$ cat src/rtl/mean_window_3x3.sv
// mean_window_3x3: rounded 3x3 box mean over a raster pixel and its two line-buffer taps.
// Optional frame_err output (short frame / mid-frame resync) under MEAN_WINDOW_FRAME_ERR_EN.
module mean_window_3x3 #(
    parameter int DATA_WIDTH = 8,
    parameter int IMG_WIDTH  = 640,
    parameter int IMG_HEIGHT = 512
) (
    input  logic                  clk,
    input  logic                  rst_n,
    input  logic                  in_valid,
    input  logic                  in_sof,
    input  logic [DATA_WIDTH-1:0] data_cur,
    input  logic [DATA_WIDTH-1:0] data_l1,
    input  logic [DATA_WIDTH-1:0] data_l2,
`ifdef MEAN_WINDOW_FRAME_ERR_EN
    output logic                  frame_err,
`endif
    output logic                  out_valid,
    output logic                  out_sof,
    output logic                  out_eol,
    output logic [DATA_WIDTH-1:0] data_out
);
    localparam int CW = $clog2(IMG_WIDTH);
    localparam int RW = $clog2(IMG_HEIGHT);
    localparam int PW = DATA_WIDTH + 20;

    logic [CW-1:0]         col, cur_col, nxt_col;
    logic [RW-1:0]         row, cur_row, nxt_row;
    logic [DATA_WIDTH+1:0] colsum, cs0, cs1, cs2;
    logic [DATA_WIDTH+3:0] wsum;
    logic [DATA_WIDTH-1:0] mean_c;
    logic                  va, sofa, eola, vb, sofb, eolb, vc, sofc, eolc;

    // in_sof forces the current pixel to (0,0) regardless of the counters
    always_comb begin
        cur_col = in_sof ? '0 : col;
        cur_row = in_sof ? '0 : row;
        nxt_col = (cur_col == CW'(IMG_WIDTH - 1)) ? '0 : cur_col + 1'b1;
        nxt_row = (cur_col != CW'(IMG_WIDTH - 1)) ? cur_row :
                  (cur_row == RW'(IMG_HEIGHT - 1)) ? '0 : cur_row + 1'b1;
        colsum  = {2'b00, data_cur} + {2'b00, data_l1} + {2'b00, data_l2};
    end

    always_ff @(posedge clk) begin
        if (!rst_n) begin
            col      <= '0;
            row      <= '0;
            cs0      <= '0;
            cs1      <= '0;
            cs2      <= '0;
            va       <= 1'b0;
            sofa     <= 1'b0;
            eola     <= 1'b0;
            wsum     <= '0;
            vb       <= 1'b0;
            sofb     <= 1'b0;
            eolb     <= 1'b0;
            mean_c   <= '0;
            vc       <= 1'b0;
            sofc     <= 1'b0;
            eolc     <= 1'b0;
            out_valid <= 1'b0;
            out_sof  <= 1'b0;
            out_eol  <= 1'b0;
            data_out <= '0;
        end else begin
            if (in_valid) begin
                col <= nxt_col;
                row <= nxt_row;
                cs0 <= colsum;
                cs1 <= cs0;
                cs2 <= cs1;
            end
            // windows touching col<2 are never emitted, so taps left over from the previous line are harmless
            va   <= in_valid && cur_row >= RW'(2) && cur_col >= CW'(2);
            sofa <= in_valid && cur_row == RW'(2) && cur_col == CW'(2);
            eola <= in_valid && cur_row >= RW'(2) && cur_col == CW'(IMG_WIDTH - 1);
            wsum <= {2'b00, cs0} + {2'b00, cs1} + {2'b00, cs2};
            vb   <= va;
            sofb <= sofa;
            eolb <= eola;
            // 7282/65536 approximates 1/9 closely enough to round exactly for DATA_WIDTH <= 10
            mean_c <= DATA_WIDTH'((PW'(wsum) * PW'(7282) + PW'(32768)) >> 16);
            vc   <= vb;
            sofc <= sofb;
            eolc <= eolb;
            out_valid <= vc;
            out_sof  <= sofc;
            out_eol  <= eolc;
            if (vc)
                data_out <= mean_c;
        end
    end

`ifdef MEAN_WINDOW_FRAME_ERR_EN
    always_ff @(posedge clk) begin
        if (!rst_n)
            frame_err <= 1'b0;
        else
            frame_err <= in_valid && in_sof && (col != '0 || row != '0);
    end
`endif

endmodule
$ cat config.mk
export PLATFORM = sky130hd
export DESIGN_NAME = mean_window_3x3
export DESIGN_NICKNAME = d
export VERILOG_FILES = /design/src/rtl/mean_window_3x3.sv
export SDC_FILE = /design/constraint.sdc
export NUM_CORES = 1
export LEC_CHECK = 0
export CORE_MARGIN = 10
export CORE_UTILIZATION = 50
export DETAILED_ROUTE_END_ITERATION = 8
export HOLD_SLACK_MARGIN = 0.12
export PLACE_DENSITY = 0.69
export REMOVE_ABC_BUFFERS = 1
export SLEW_MARGIN = 25
export SYNTH_ARGS = -nofsm -noshare
export SYNTH_HDL_FRONTEND = slang
export SYNTH_SLANG_ARGS = --single-unit
$ cat constraint.sdc
create_clock -name clk -period 8.7 [get_ports clk]
set_clock_uncertainty 0.1 [all_clocks]
set_input_delay 1.74 -clock clk [delete_from_list [all_inputs] [get_ports clk]]
set_output_delay 1.74 -clock clk [all_outputs]
set_load 0.01 [all_outputs]
==> results.ini <==
[run_status]
run_status=complete, no violations

[power_and_ir_drop]
p_int_w=0.000967
power.share.switching_pct=39.3
clockPowerShare_pct=23.4
power.sequential.fraction_pct=29.0
switchingPower_w=0.000627
total_leakage_power_nw=3.57
pwr_density_cell_mw_per_mm2=215
comb_power_share_pct=47.7
ir_worst_vdd_mv=0.0897

[sta]
finalWorstPathRequiredPeriod_ns=5.96
hold_violations=0
setup_ws_ns=2.74
drv_slew=0
tightestPinTransition_ns=0.762
setup_viol=0
max_freq_mhz=168
max-slew-margin-rel_pct=49.2
setup_tns_ns=0
final.period_utilization_pct=68.5
rsz_0062_raised_after_global_routing=no

[yosys]
async_flop_share_pct=0
synth-warning-count=0
mappedNetlistArea_mm2=0.00661
postSynthRegisterBits=89
syn_area_per_cell_um2=9.41
synthFlopType=sky130_fd_sc_hd__dfxtp_1
synth_enable_flop_cells=0
postSynthCellCount=702
number_of_different_library_cells_in_the_post_synthesis_netlist=60
synth.yosys.seq_area_share_pct=27.0

[place]
place_ws_ns=2.75
hpwl_mm=9.79
gp_routability_congestion=0.875
dpl-instance-area_mm2=0.00714
port_buffers=38

[die]
initial_core_utilization_pct=51.7
std_cell_rows=41
io_pins=39
floorplan_core_area_mm2=0.0128
die_h_um=135
floorplan.die.width_um=135
dieArea_mm2=0.0182

[cts]
post_cts_resized=0
ctsHtreeMaxLevel=3
cts_tree=built
max-clock-path-buffers=2
cts.repair_timing.setup_buffer_count=0
numClockSinks=89
cts-root-buf=sky130_fd_sc_hd__clkbuf_16
source_to_sink_clock_delay_at_the_later_pin_of_the_worst_skew_pair_ns=0.34
path_clk_slew_ns=0.07
numCtsBuffers=9
postCtsHoldBufs=0

[global_routing]
grt.total_usage_pct=14.1
grt_pass1_wl_mm=21.6
global_routing_met1_resource_utilization_pct=19.1
global_route.overflow_total=0
grt_pass1_vias=4817
gr-usage-met3_pct=2.08
largest_net_degree_at_the_start_of_global_routing=62
grt_antenna_before_repair=0
met2_demand_to_capacity_share_in_global_routing_pct=22.5
global_route.peak_usage_layer=met2

[critical_path]
path_common_cell=sky130_fd_sc_hd__inv_1
timing.critical_path.fanout_max=6
reg2reg_depth=20
critPathArrivalTime_ns=6.13
cpPeakStageDelay_ns=0.54
path_cells=inv_1 > fa_1 > inv_1 > ha_1 > inv_1 > fa_1 > inv_1 > fa_1 > inv_1 > fa_1 > inv_1 > ha_1 > a21oi_1 > o21a_2 > nor3_1 > o31a_1 > or4b_4 > or4b_1 > or3_1 > a21oi_1
start_kind=flop
cp_slowest_cell=sky130_fd_sc_hd__or4b_1
end_kind=flop
critPathRequiredTime_ns=8.87
worst_setup_path_category=flop to flop

[detailed_routing]
wl_per_cell_um=13.7
route.vias.total=4871
via_per_inst=5.35
wl_mm=12.4
detail-route-antenna-nets=0
detail_route.drc_violations=0
dr.first_iter.drc_count=278
dr.pass1.iters=4

[cells_and_area]
final_core_util_pct=58.1
antenna_cells_inserted=0
layout.cells.most_common_list=89 x sky130_fd_sc_hd__dfxtp_1, 87 x sky130_fd_sc_hd__ha_1, 85 x sky130_fd_sc_hd__inv_1, 80 x sky130_fd_sc_hd__nor2_1, 50 x sky130_fd_sc_hd__fa_1
area_delta_synth_final_pct=12.4
post_route_cells_drive_above_1_share_pct=3.93
design_area_mm2=0.00743
layout_commonest_cell=sky130_fd_sc_hd__dfxtp_1
nNetsFinal=898
fill_cells=1129

[flow_run]
drv.max_cap_violation_count=0

[min_path]
worstHoldPathType=flop to flop
hold-path-cell-count=1

==> logic make-up (layout without fill, tap and decap cells) <==
family                   count (synthesis)  in the layout  synth area share [%]
AND/OR/NAND/NOR                        200            200                  15.2
adder cells (fa/ha/maj)                137            137                  31.6
AO/OA/AOI/OAI                          107            107                  11.0
buffers and inverters                  106            142                  6.04
flip-flops                              89             89                  27.0
multiplexers                            38             38                  5.76
XOR/XNOR                                25             25                  3.31
==> final cells by class <==
cell class / count / area [um^2] / share of cell area (%)
clock inverter: 5 / 38.8 / 0.522
tap: 172 / 215 / 2.90
clock buffer: 11 / 253 / 3.40
sequential: 89 / 1780 / 24.0
inverter: 86 / 323 / 4.35
multi-input combinational: 507 / 4430 / 59.6
timing repair buffer: 40 / 390 / 5.26
==> synth_stat cells, types with 7 or more instances <==
master,n,area [um^2]
sky130_fd_sc_hd__ha_1,87,1090
sky130_fd_sc_hd__a21oi_1,27,135
sky130_fd_sc_hd__a21o_1,8,60.1
sky130_fd_sc_hd__xor2_1,11,96.3
sky130_fd_sc_hd__dfxtp_1,89,1780
sky130_fd_sc_hd__nand2_1,17,63.8
sky130_fd_sc_hd__xnor2_1,14,123
sky130_fd_sc_hd__a211oi_1,7,52.6
sky130_fd_sc_hd__fa_1,50,1000
sky130_fd_sc_hd__nand3_1,9,45.0
sky130_fd_sc_hd__nor2_1,80,300
sky130_fd_sc_hd__nor3_1,17,85.1
sky130_fd_sc_hd__clkbuf_1,14,52.6
sky130_fd_sc_hd__mux2i_1,38,380
sky130_fd_sc_hd__o21ai_0,18,90.1
sky130_fd_sc_hd__and3_1,13,81.3
sky130_fd_sc_hd__nor2b_1,11,68.8
sky130_fd_sc_hd__and2_1,14,87.6
sky130_fd_sc_hd__nand2b_1,12,75.1
sky130_fd_sc_hd__inv_1,85,319
==> sequential cells by signal (all words and copies together), names as in the netlist, 8 cells and up <==
signal and flops:
wsum 12, col 10, cs0 10, cs1 10, cs2 10, row 9
data_out 8, mean_c 8
==> worst paths after layout <==
kind	start	to	slack [ns]
min reg2reg	va	vb	0.33
max reg2reg	wsum[9]	mean_c[6]	2.74
min	va	vb	0.33
max	wsum[9]	mean_c[6]	2.74
==> power groups by stage <==
stage | clock network [W] | logic (W) | registers (W)
3_3_place_gp | 0 | 0.000734 | 0.000469
5_1_grt | 0.000400 | 0.000882 | 0.000466
3_5_place_dp | 0 | 0.000750 | 0.000471
6_report | 0.000372 | 0.000760 | 0.000462
2_1_floorplan | 0 | 0.000582 | 0.000465
4_1_cts | 0.000381 | 0.000762 | 0.000462
==> routing by layer <==
metal  up-vias  wire length, um
li1       2452                -
met1      2344             6060
met2        65             5860
met3        10              344
met4         0              169
met5         -                0
==> stage by stage <==
stage	power, W	hold WS (ns)	std cells
after floorplan	0.00105	0.312	682
after global placement	0.00120	0.317	894
after detailed placement	0.00122	0.319	894
after CTS	0.00161	0.335	910
after global routing	0.00175	0.350	910
final	0.00159	0.332	910
==> worst max-delay path, delay by kind of cell (launching register included) <==
family                     cells  cell delay (ns)
AOI/OAI and AO/OA              4             0.78
and+or+nand+nor                4             1.47
DFF                            1             0.48
buffers and inverters          6             0.35
adders and majority gates      6             2.68
(Power assumes the default switching activity.)
